[src/rtl/ssd_scan_decoder_if.sv]
// Snoop bus between a multiplexed seven-segment scanner (master) and the scan decoder (slave).
// Stale exists only when SSD_SCAN_TIMEOUT_EN is defined.
interface ssd_scan_decoder_if;
    logic [3:0]  An;
    logic [7:0]  Cath;
    logic [15:0] Hex;
    logic [3:0]  Dp_on;
    logic [3:0]  Valid;
    logic        New_pulse;
    logic        Frame_pulse;
    logic        Err;
`ifdef SSD_SCAN_TIMEOUT_EN
    logic        Stale;

    modport master (
        output An, Cath,
        input  Hex, Dp_on, Valid, New_pulse, Frame_pulse, Err, Stale
    );

    modport slave (
        input  An, Cath,
        output Hex, Dp_on, Valid, New_pulse, Frame_pulse, Err, Stale
    );
`else
    modport master (
        output An, Cath,
        input  Hex, Dp_on, Valid, New_pulse, Frame_pulse, Err
    );

    modport slave (
        input  An, Cath,
        output Hex, Dp_on, Valid, New_pulse, Frame_pulse, Err
    );
`endif
endinterface

[src/rtl/ssd_scan_decoder.sv]
// Seven-segment scan snooper: 2-flop sync, per-digit settle filter, segment-to-hex decode; no backpressure.
// Outputs update SETTLE+3 cycles after a digit pattern appears; SSD_SCAN_TIMEOUT_EN adds the idle-scan timeout and Stale.
module ssd_scan_decoder #(
    parameter int unsigned SETTLE = 16,
    parameter int unsigned TO_W   = 24
) (
    input  logic              Clk,
    input  logic              Reset_n,
    ssd_scan_decoder_if.slave bus
);

    if (SETTLE < 1 || SETTLE > 65535 || TO_W < 1) begin : g_param_err
        $error("ssd_scan_decoder: SETTLE must be 1..65535 and TO_W >= 1");
    end

    localparam logic [15:0] SETTLE_L  = 16'(SETTLE);
    localparam logic [15:0] SETTLE_M1 = 16'(SETTLE - 1);

    // Returns {good, nibble}; Cath[7:1] = abcdefg, active-low.
    function automatic logic [4:0] seg_decode(input logic [6:0] seg);
        case (seg)
            7'b0000001: return {1'b1, 4'h0};
            7'b1001111: return {1'b1, 4'h1};
            7'b0010010: return {1'b1, 4'h2};
            7'b0000110: return {1'b1, 4'h3};
            7'b1001100: return {1'b1, 4'h4};
            7'b0100100: return {1'b1, 4'h5};
            7'b0100000: return {1'b1, 4'h6};
            7'b0001111: return {1'b1, 4'h7};
            7'b0000000: return {1'b1, 4'h8};
            7'b0000100: return {1'b1, 4'h9};
            7'b0001000: return {1'b1, 4'hA};
            7'b1100000: return {1'b1, 4'hB};
            7'b0110001: return {1'b1, 4'hC};
            7'b1000010: return {1'b1, 4'hD};
            7'b0110000: return {1'b1, 4'hE};
            7'b0111000: return {1'b1, 4'hF};
            default:    return 5'b0_0000;
        endcase
    endfunction

    logic [3:0]  an_m_q, an_s_q;
    logic [7:0]  cath_m_q, cath_s_q;
    logic [11:0] prev_q;
    logic [15:0] cnt_q, cnt_d;
    logic [15:0] hex_q, hex_d;
    logic [3:0]  dp_q, dp_d;
    logic [3:0]  valid_q, valid_d;
    logic [3:0]  mask_q, mask_d;
    logic        new_q, new_d;
    logic        frame_q, frame_d;
    logic        err_q, err_d;

    logic        legal;
    logic [1:0]  sel;
    logic        same;
    logic        fire;
    logic        good;
    logic [3:0]  nib;
    logic        dp_new;

`ifdef SSD_SCAN_TIMEOUT_EN
    logic [TO_W-1:0] to_q, to_d;
    logic            stale_q, stale_d;
`endif

    always_comb begin
        legal = 1'b1;
        sel   = 2'd0;
        case (an_s_q)
            4'b1110: sel = 2'd0;
            4'b1101: sel = 2'd1;
            4'b1011: sel = 2'd2;
            4'b0111: sel = 2'd3;
            default: legal = 1'b0;
        endcase
    end

    always_comb begin
        same        = ({an_s_q, cath_s_q} == prev_q);
        {good, nib} = seg_decode(cath_s_q[7:1]);
        dp_new      = ~cath_s_q[0];

        cnt_d = cnt_q;
        if (!legal || !same) begin
            cnt_d = '0;
        end else if (cnt_q != SETTLE_L) begin
            cnt_d = cnt_q + 16'd1;
        end
        // Fires only on the step into saturation, so one dwell captures once.
        fire = legal && same && (cnt_q == SETTLE_M1);

        hex_d   = hex_q;
        dp_d    = dp_q;
        valid_d = valid_q;
        mask_d  = mask_q;
        err_d   = err_q;
        new_d   = 1'b0;
        frame_d = 1'b0;

        if (fire) begin
            mask_d[sel] = 1'b1;
            if (good) begin
                new_d = (hex_q[{sel, 2'b00} +: 4] != nib) || (dp_q[sel] != dp_new) || !valid_q[sel];
                hex_d[{sel, 2'b00} +: 4] = nib;
                dp_d[sel]    = dp_new;
                valid_d[sel] = 1'b1;
            end else begin
                err_d = 1'b1;
            end
        end

`ifdef SSD_SCAN_TIMEOUT_EN
        to_d    = to_q;
        stale_d = stale_q;
        if (legal) begin
            to_d = '0;
        end else if (!(&to_q)) begin
            to_d = to_q + TO_W'(1);
        end
        if (&to_q) begin
            valid_d = '0;
            mask_d  = '0;
            stale_d = 1'b1;
        end
        if (fire && good) begin
            stale_d = 1'b0;
        end
`endif

        if (mask_d == 4'hF) begin
            frame_d = 1'b1;
            mask_d  = '0;
        end
    end

    always_ff @(posedge Clk) begin
        if (!Reset_n) begin
            an_m_q   <= 4'hF;
            an_s_q   <= 4'hF;
            cath_m_q <= 8'hFF;
            cath_s_q <= 8'hFF;
            prev_q   <= 12'hFFF;
            cnt_q    <= '0;
            hex_q    <= '0;
            dp_q     <= '0;
            valid_q  <= '0;
            mask_q   <= '0;
            new_q    <= 1'b0;
            frame_q  <= 1'b0;
            err_q    <= 1'b0;
`ifdef SSD_SCAN_TIMEOUT_EN
            to_q     <= '0;
            stale_q  <= 1'b0;
`endif
        end else begin
            an_m_q   <= bus.An;
            an_s_q   <= an_m_q;
            cath_m_q <= bus.Cath;
            cath_s_q <= cath_m_q;
            prev_q   <= {an_s_q, cath_s_q};
            cnt_q    <= cnt_d;
            hex_q    <= hex_d;
            dp_q     <= dp_d;
            valid_q  <= valid_d;
            mask_q   <= mask_d;
            new_q    <= new_d;
            frame_q  <= frame_d;
            err_q    <= err_d;
`ifdef SSD_SCAN_TIMEOUT_EN
            to_q     <= to_d;
            stale_q  <= stale_d;
`endif
        end
    end

    assign bus.Hex         = hex_q;
    assign bus.Dp_on       = dp_q;
    assign bus.Valid       = valid_q;
    assign bus.New_pulse   = new_q;
    assign bus.Frame_pulse = frame_q;
    assign bus.Err         = err_q;
`ifdef SSD_SCAN_TIMEOUT_EN
    assign bus.Stale       = stale_q;
`endif

endmodule

[src/flat_wrapper.sv]
// flat-port wrapper written by rule: the top's interface ports become plain ports
module ssd_scan_decoder_flat 
#(
    parameter int unsigned SETTLE = 16,
    parameter int unsigned TO_W   = 24
)
  (Clk, Reset_n, bus_An, bus_Cath, bus_Hex, bus_Dp_on, bus_Valid, bus_New_pulse, bus_Frame_pulse, bus_Err);
  ssd_scan_decoder_if bus_i ();
  input  logic Clk;
  input  logic Reset_n;
  input wire logic [$bits(bus_i.An)-1:0] bus_An;
  input wire logic [$bits(bus_i.Cath)-1:0] bus_Cath;
  output wire logic [$bits(bus_i.Hex)-1:0] bus_Hex;
  output wire logic [$bits(bus_i.Dp_on)-1:0] bus_Dp_on;
  output wire logic [$bits(bus_i.Valid)-1:0] bus_Valid;
  output wire logic [$bits(bus_i.New_pulse)-1:0] bus_New_pulse;
  output wire logic [$bits(bus_i.Frame_pulse)-1:0] bus_Frame_pulse;
  output wire logic [$bits(bus_i.Err)-1:0] bus_Err;
  assign bus_i.An = bus_An;
  assign bus_i.Cath = bus_Cath;
  assign bus_Hex = bus_i.Hex;
  assign bus_Dp_on = bus_i.Dp_on;
  assign bus_Valid = bus_i.Valid;
  assign bus_New_pulse = bus_i.New_pulse;
  assign bus_Frame_pulse = bus_i.Frame_pulse;
  assign bus_Err = bus_i.Err;
  ssd_scan_decoder #(.SETTLE(SETTLE), .TO_W(TO_W)) u_core (.Clk(Clk), .Reset_n(Reset_n), .bus(bus_i));
endmodule
[config.mk]
export PLATFORM = sky130hd
export DESIGN_NAME = ssd_scan_decoder_flat
export DESIGN_NICKNAME = d
export VERILOG_FILES = /design/src/rtl/ssd_scan_decoder_if.sv /design/src/rtl/ssd_scan_decoder.sv /design/src/flat_wrapper.sv
export SDC_FILE = /design/constraint.sdc
export NUM_CORES = 1
export LEC_CHECK = 0
export BUFFER_PORTS_ARGS = -buffer_cell sky130_fd_sc_hd__buf_2
export CAP_MARGIN = 20
export CORE_MARGIN = 2
export CORE_UTILIZATION = 25
export CTS_CLUSTER_DIAMETER = 200
export DETAILED_ROUTE_END_ITERATION = 10
export HOLD_SLACK_MARGIN = 0.03
export PLACE_DENSITY = 0.46
export SYNTH_ARGS = -nofsm -noshare
export SYNTH_HDL_FRONTEND = slang
export SYNTH_SLANG_ARGS = --single-unit
[constraint.sdc]
create_clock -name Clk -period 2.72 [get_ports Clk]
set_input_delay 0.272 -clock Clk [delete_from_list [all_inputs] [get_ports Clk]]
set_output_delay 0.272 -clock Clk [all_outputs]
set_load 0.01 [all_outputs]
==> results of run 1 <==
[flip-flops by register name, indices dropped and copies added (netlist names)]
register,count
u_core.bus.Hex,16
u_core.cnt_q,16
u_core.prev_q,12
u_core.cath_m_q,8
u_core.cath_s_q,8
u_core.an_m_q,4
u_core.an_s_q,4
u_core.bus.Dp_on,4
u_core.bus.Valid,4
u_core.mask_q,4
u_core.bus.Err,1
u_core.bus.Frame_pulse,1
u_core.bus.New_pulse,1
[cells in the mapped netlist (all sizes together) (3+ instances only)]
| library cell | number | area share (%) |
|---|---|---|
| inv | 15 | 1.4 |
| a21boi | 6 | 1.1 |
| nor3b | 4 | 0.85 |
| nor3 | 9 | 1.5 |
| and4 | 4 | 0.85 |
| xor2 | 12 | 3.2 |
| clkbuf | 14 | 1.3 |
| and3 | 8 | 1.3 |
| nor4 | 5 | 0.76 |
| a21oi | 8 | 0.97 |
| nor2 | 24 | 2.2 |
| mux2i | 26 | 6.3 |
| nor2b | 3 | 0.45 |
| nand3 | 13 | 1.9 |
| o21ai | 11 | 1.3 |
| dfxtp | 83 | 40 |
| ha | 10 | 3.0 |
| o2111ai | 3 | 0.63 |
| or2 | 3 | 0.45 |
| nand2b | 38 | 5.7 |
| nand4 | 15 | 2.3 |
| a211oi | 10 | 3.5 |
| and2 | 7 | 1.1 |
| buf | 14 | 2.1 |
| o21a | 4 | 0.73 |
| xnor2 | 20 | 4.2 |
| nand2 | 49 | 4.4 |
[final cells by class]
cell class	count	share of cell area, %
Clock buffer	9	4.59
Clock inverter	7	2.14
Inverter	15	1.15
Multi-Input combinational cell	321	46.6
Sequential cell	83	33.9
Tap cell	220	5.61
Timing Repair Buffer	53	6.07
[repair_timing]
| item | CTS | global route |
|---|---|---|
| setup endpoints to repair | 0 | 1 |
| hold buffers | 0 | 0 |
| gates resized for setup | 0 | 1 |
[critical path: stages (launching register included)]
cell      delay (ns)
dfxtp_1         0.68
xnor2_1         0.19
nand4_1         0.14
nor3_2          0.41
nand3_4         0.30
a211oi_4        0.39
mux2i_1         0.23
[kinds of logic after synthesis]
group,synth area share [%]
mux,6.83
xor+xnor,7.40
buf+inv,4.71
compound gates,12.8
fa+ha+maj,3.02
flops,40.1
simple gates,25.1
[final timing paths]
check,startpoint,to,cells after the start
min,bus_Cath[6],u_core.cath_m_q[6],2
max,u_core.cath_s_q[1],u_core.bus.Hex[14],6
min reg2reg,u_core.cath_m_q[0],u_core.cath_s_q[0],1
max reg2reg,u_core.cath_s_q[1],u_core.bus.Hex[14],6
[power by group through the flow]
stage	Clock, mW	Combinational (mW)	Sequential [mW]
final	1.35	0.170	1.26
after global routing	1.44	0.191	1.27
after CTS	1.39	0.172	1.26
after detailed placement	0	0.171	1.29
after global placement	0	0.169	1.29
after floorplan	0	0.146	1.27
[routing by layer]
layer	track usage [%]	up-vias	share of wire, %
met5	0	-	0
met4	4.00	0	1.6
met3	2.91	11	4.3
met2	18.3	53	47
met1	15.2	1495	47
li1	-	1615	-
==> flow_summary.yaml, run 1 <==
finish:
  fill_cells: 1712
  regArea_um2: 1660
  final_cell_mix: "dfxtp_1 (82), nand2_1 (49), buf_2 (40), nand2b_1 (38), mux2i_1 (26)"
  drive_gt1_share_pct: 18.6
  final_net_count: 507
  multiInputGateArea_um2: 2280
  antenna_cells: 0
  layout_commonest_cell: "dfxtp_1"
  utilization_pct: 29.9
  area_growth_syn_to_layout_pct: 18.5
  fin_cells: 708
  stdcell_area_um2: 4910
drt:
  dr_total_vias: 3174
  ant_nets: 0
  drc_errors: 0
  finalWirelength_um: 9600
  wire_per_inst_um: 13.6
  viasPerCell: 4.48
  firstDrtPassIters: 4
  drt_iter0_drc: 250
timing:
  max_slew_margin_pct: 47.3
  fin_worst_skew_ns: 0.0110
  setup_viol: 0
  holdWs_ns: 0.102
  hold_viol_final: 0
  tns_ns: 0
  worst_pin_slew_ns: 0.788
  fin_ws_ns: 0.274
  max_freq_ghz: 0.409
  min_period_over_period_pct: 89.9
  period_minus_slack_ns: 2.45
  rsz0062_at_grt: "false"
  slew_viol_final: 0
worst_setup_path:
  cp-start-kind: "flop"
  required_ns: 2.99
  end_kind: "flop"
  rrSetupSlack_ns: 0.27
  cp.arrival_ns: 2.71
  critPathMaxFanout: 16
  crit_type: "flop to flop"
cts:
  clock-root-buffer: "clkbuf_16"
  clock-sinks: 83
  post-cts-setup-buffers: 0
  clk_latency_ns: 0.35
  cts_tree: "done"
  clk_pin_slew_worst_paths_ns: 0.07
  numCtsBuffers: 9
  ctsLongestPathBuffers: 2
  h-tree-depth: 3
run:
  maxCapViolations: 0
power_and_ir_drop:
  ir_drop_v: 0.000263
  p_int_mw: 2.13
  comb_power_share_pct: 6.1
  swShare_pct: 23.5
  seqPwrFrac_pct: 45.4
  power_mw: 2.78
  p_sw_mw: 0.654
  p_clk_share_pct: 48.5
  p_leak_nw: 1.81
  p_per_area_nw_per_um2: 567
floorplanning:
  dieHeight_um: 133
  start_util_pct: 25.2
  rows: 47
  ios: 41
  die_x_um: 133
  core_area_um2: 16400
  die_area_um2: 17600
yosys:
  syn_nets: 471
  ys.flop_type: "dfxtp_1"
  ys_ff_latch: 83
  ys_seq_area_share_pct: 40.1
  avgSynthCellArea_um2: 9.27
  syn_inst: 447
  synth_edf_count: 0
  synth_area_um2: 4140
  ys_types: 61
  async_flop_share_pct: 0
  yosysWarningCount: 0
grt:
  overflow: 0
  grt_max_degree: 35
  grt_pass1_wl_um: 16100
  track_usage_pct: 11.5
  grt_pass1_vias: 3084
  antenna_found_initial: 0
placed_design:
  io_buffers: 40
  hpwlAfterDp_um: 6990
  post-place-ws_ns: 0.225
  gp_congestion: 0.814
  placed_cells: 692
  place_area_um2: 4580
worst_hold_path:
  hp-class: "primary input to flop"
outcome:
  status: "completed"
Power figures use the tool's default switching activity.
==> run 2: changes to the inputs <==
==> constraint.sdc (replaced) <==
create_clock -name Clk -period 2.93 [get_ports Clk]
set_input_delay 0.293 -clock Clk [delete_from_list [all_inputs] [get_ports Clk]]
set_output_delay 0.293 -clock Clk [all_outputs]
set_load 0.01 [all_outputs]
==> flow_summary.yaml, run 2 (synthesis results as in run 1) <==
outcome:
  status: "completed"
grt:
  overflow: 0
  grt_pass1_wl_um: 16100
  grt-busiest-layer: "met2"
  grt_pass1_vias: 3084
  grtUsageMet2_pct: 19.3
  track_usage_pct: 11.5
  global_route.usage.met1_pct: 14.5
  met3_usage_pct: 3.26
  antenna_found_initial: 0
  grt_max_degree: 66
worst_setup_path:
  end_kind: "flop"
  critPathMaxStageDelay_ns: 0.57
  cp_common_cell: "and2_1"
  cp-start-kind: "flop"
  cp.arrival_ns: 2.88
  r2r-start: "u_core.an_s_q[2]"
  cp-startpoint: "u_core.an_s_q[2]"
  critPathMaxFanout: 10
  cp_cell_sequence: "and2_1, and2_1, inv_1, ha_1, nor4_1, buf_4, nand2_1, mux2i_1"
  required_ns: 3.20
  crit_slowest_cell: "dfxtp_1"
  crit_type: "flop to flop"
power_and_ir_drop:
  p_leak_nw: 1.76
  swShare_pct: 24.5
  ir_drop_v: 0.000294
  p_per_area_nw_per_um2: 517
  p_sw_mw: 0.613
  seqPwrFrac_pct: 47.0
  p_clk_share_pct: 47.0
  comb_power_share_pct: 6.0
  p_int_mw: 1.88
finish:
  fill_cells: 1719
  multiInputGateArea_um2: 2280
  area_growth_syn_to_layout_pct: 16.6
  utilization_pct: 29.4
  regArea_um2: 1660
  final_net_count: 500
  final_cell_mix: "dfxtp_1 (83), nand2_1 (49), buf_2 (40), nand2b_1 (38), mux2i_1 (26)"
  drive_gt1_share_pct: 17.3
  antenna_cells: 0
  layout_commonest_cell: "dfxtp_1"
cts:
  clk_pin_slew_worst_paths_ns: 0.07
  clock-sinks: 83
  clock-root-buffer: "clkbuf_16"
  post-cts-setup-buffers: 0
  cts_tree: "done"
  numCtsBuffers: 9
  h-tree-depth: 3
  clk_latency_ns: 0.34
  postCtsHoldBufs: 0
  ctsLongestPathBuffers: 2
  cts_resized: 0
timing:
  min_period_over_period_pct: 89.3
  max_slew_margin_pct: 44.2
  holdWs_ns: 0.127
  tns_ns: 0
  hold_viol_final: 0
  setup_viol: 0
  slew_viol_final: 0
  max_freq_ghz: 0.382
  fin_worst_skew_ns: 0.00931
  worst_pin_slew_ns: 0.834
  rsz0062_at_grt: "false"
  period_minus_slack_ns: 2.62
floorplanning:
  die_area_um2: 17600
  start_util_pct: 25.2
  ios: 41
  die_x_um: 133
  rows: 47
  core_area_um2: 16400
  dieHeight_um: 133
placed_design:
  gp_congestion: 0.770
  io_buffers: 40
  hpwlAfterDp_um: 6860
drt:
  firstDrtPassIters: 5
  wire_per_inst_um: 13.8
  viasPerCell: 4.54
  finalWirelength_um: 9690
  drt_iter0_drc: 304
  drc_errors: 0
  dr_total_vias: 3184
  ant_nets: 0
worst_hold_path:
  hp-class: "primary input to flop"
  hp-start: "bus_Cath[5]"
run:
  maxCapViolations: 0
run 2: power groups by stage:
stage	Combinational [mW]	Sequential [mW]	Clock [mW]
final	0.149	1.17	1.17
after global routing	0.166	1.18	1.28
after CTS	0.150	1.17	1.22
after detailed placement	0.150	1.20	0
after global placement	0.149	1.20	0
after floorplan	0.135	1.18	0
run 2: cell type report:
class | instances | share of cell area, %
inverters | 15 | 1.17
well taps | 220 | 5.70
flip-flops and latches | 83 | 34.4
repair buffers | 46 | 5.08
clock inverters | 7 | 1.68
multi-input cells | 321 | 47.3
clock buffers | 9 | 4.66
run 2: worst paths after layout:
kind                            depth (start not counted)                 end  slack [ns]
worst min register to register                          1    u_core.an_s_q[3]        0.40
worst max register to register                          8  u_core.bus.Hex[14]        0.31
worst max-delay path                                    8  u_core.bus.Hex[14]        0.31
worst min-delay path                                    2  u_core.cath_m_q[5]        0.13
run 2: per-layer routing:
| layer | wire (µm) | vias up | share of wire (%) |
|---|---|---|---|
| met5 | 0 | - | 0 |
| met4 | 110 | 0 | 1.1 |
| met3 | 345 | 9 | 3.6 |
| met2 | 4600 | 50 | 47 |
| met1 | 4630 | 1516 | 48 |
| li1 | - | 1609 | - |
run 2: through the flow:
step	instance area (µm²)	std cells	power, mW	worst slack [ns]
after floorplan	4140	447	1.31	0.714
after global routing	4830	701	2.62	0.109
after detailed placement	4520	685	1.35	0.321
final	4830	701	2.50	0.314
after global placement	4520	685	1.35	0.378
after CTS	4830	701	2.55	0.296
run 2: critical path: cells and delay by family, from the launching register on:
kind / cells / cell delay (ns)
fa+ha+maj: 1 / 0.28
buf+inv: 2 / 0.40
flops: 1 / 0.57
simple gates: 4 / 1.13
mux: 1 / 0.17
==> run 3: changes to the inputs <==
==> constraint.sdc (replaced) <==
create_clock -name Clk -period 2.93 [get_ports Clk]
set_input_delay 0.4395 -clock Clk [delete_from_list [all_inputs] [get_ports Clk]]
set_output_delay 0.4395 -clock Clk [all_outputs]
set_load 0.01 [all_outputs]
==> flow_summary.yaml, run 3 (synthesis results as in run 1) <==
grt:
  grt_max_degree: 45
  antenna_found_initial: 0
  grt_pass1_wl_um: 15800
  overflow: 0
  track_usage_pct: 11.3
  grt_pass1_vias: 3120
run:
  maxCapViolations: 0
floorplanning:
  rows: 47
  start_util_pct: 25.2
  core_area_um2: 16400
  die_area_um2: 17600
  dieHeight_um: 133
  die_x_um: 133
  ios: 41
worst_setup_path:
  cp-start-kind: "flop"
  end_kind: "flop"
  rrSetupSlack_ns: 0.25
  critPathMaxFanout: 10
  required_ns: 3.17
  critical_path.reg2reg.endpoint: "u_core.mask_q[1]"
  r2r-start: "u_core.an_s_q[2]"
  cp-endpoint: "u_core.mask_q[1]"
  cp-startpoint: "u_core.an_s_q[2]"
  cp.arrival_ns: 2.92
  crit_type: "flop to flop"
  worstRegToRegCells: 9
placed_design:
  gp_congestion: 0.777
  hpwlAfterDp_um: 6910
  place_area_um2: 4530
  io_buffers: 40
cts:
  clock-sinks: 83
  cts_resized: 0
  postCtsHoldBufs: 0
  numCtsBuffers: 9
  clk_latency_ns: 0.34
  h-tree-depth: 3
  cts_tree: "done"
  post-cts-setup-buffers: 0
  clk_pin_slew_worst_paths_ns: 0.06
  ctsLongestPathBuffers: 2
  clock-root-buffer: "clkbuf_16"
timing:
  period_minus_slack_ns: 2.68
  slew_viol_final: 0
  rsz0062_at_grt: "false"
  max_freq_ghz: 0.373
  fin_worst_skew_ns: 0.00621
  worst_pin_slew_ns: 0.813
  max_slew_margin_pct: 45.6
  setup_viol: 0
  hold_viol_final: 0
  tns_ns: 0
  min_period_over_period_pct: 91.5
power_and_ir_drop:
  ir_drop_v: 0.000237
  p_leak_nw: 1.76
  p_per_area_nw_per_um2: 501
finish:
  final_net_count: 501
  stdcell_area_um2: 4820
  layout_commonest_cell: "dfxtp_1"
  antenna_cells: 0
  final_cell_mix: "dfxtp_1 (83), nand2_1 (49), buf_2 (40), nand2b_1 (38), mux2i_1 (26)"
  drive_gt1_share_pct: 17.4
  fill_cells: 1737
  area_growth_syn_to_layout_pct: 16.3
drt:
  finalWirelength_um: 9560
  firstDrtPassIters: 4
  viasPerCell: 4.56
  ant_nets: 0
  drt_iter0_drc: 243
  wire_per_inst_um: 13.6
  dr_total_vias: 3203
  drc_errors: 0
worst_hold_path:
  hp-start: "bus_Cath[6]"
  hp-class: "primary input to flop"
outcome:
  status: "completed"
[run 3: how the worst min path moves through the flow]
| stage | endpoint | slack [ns] | depth (start not counted) |
|---|---|---|---|
| after floorplan | u_core.an_s_q[0] | 0.39 | 1 |
| after global placement | u_core.an_s_q[3] | 0.39 | 1 |
| after detailed placement | u_core.cath_s_q[5] | 0.40 | 1 |
| after CTS | u_core.cath_m_q[6] | 0.26 | 2 |
| after global routing | u_core.cath_m_q[7] | 0.27 | 2 |
| final | u_core.cath_m_q[6] | 0.27 | 2 |
[run 3: cell type report]
type / instances / area [µm²] / share of cell area (%)
tap: 220 / 275 / 5.72
inverter: 15 / 56.3 / 1.17
sequential: 83 / 1660 / 34.5
timing repair buffer: 47 / 253 / 5.25
multi-input combinational: 321 / 2280 / 47.4
clock buffer: 9 / 225 / 4.68
clock inverter: 7 / 60.1 / 1.25
[run 3: stage by stage]
step / util, % / power [mW] / hold WS, ns / std cells / worst slack (ns)
final: 29.4 / 2.41 / 0.274 / 702 / 0.249
after CTS: 29.4 / 2.45 / 0.260 / 702 / 0.249
after global placement: 27.6 / 1.35 / 0.394 / 686 / 0.307
after floorplan: - / 1.31 / 0.386 / 447 / 0.714
after detailed placement: 27.6 / 1.35 / 0.397 / 686 / 0.272
after global routing: 29.4 / 2.52 / 0.266 / 702 / 0.0280
[run 3: power breakdown]
group	internal (mW)	switching, mW	total (mW)
Sequential	1.15	0.0263	1.17
Clock	0.590	0.496	1.09
Combinational	0.0639	0.0872	0.151
Total	1.80	0.609	2.41
[run 3: worst max-delay path: stages, from the launching register on]
cell and delay [ns]:
dfxtp_1 0.58, and2_1 0.38, and2_1 0.39, buf_4 0.23, ha_1 0.23, o21ai_0 0.11
nand2_1 0.07, nand4_1 0.13, and2_1 0.23, o211a_1 0.22
[run 3: routing by layer]
layer  GRT usage (%)  wire, µm
met1            14.5      4560
met2            18.2      4520
met3            3.07       343
met4            4.18       138
met5               0         0
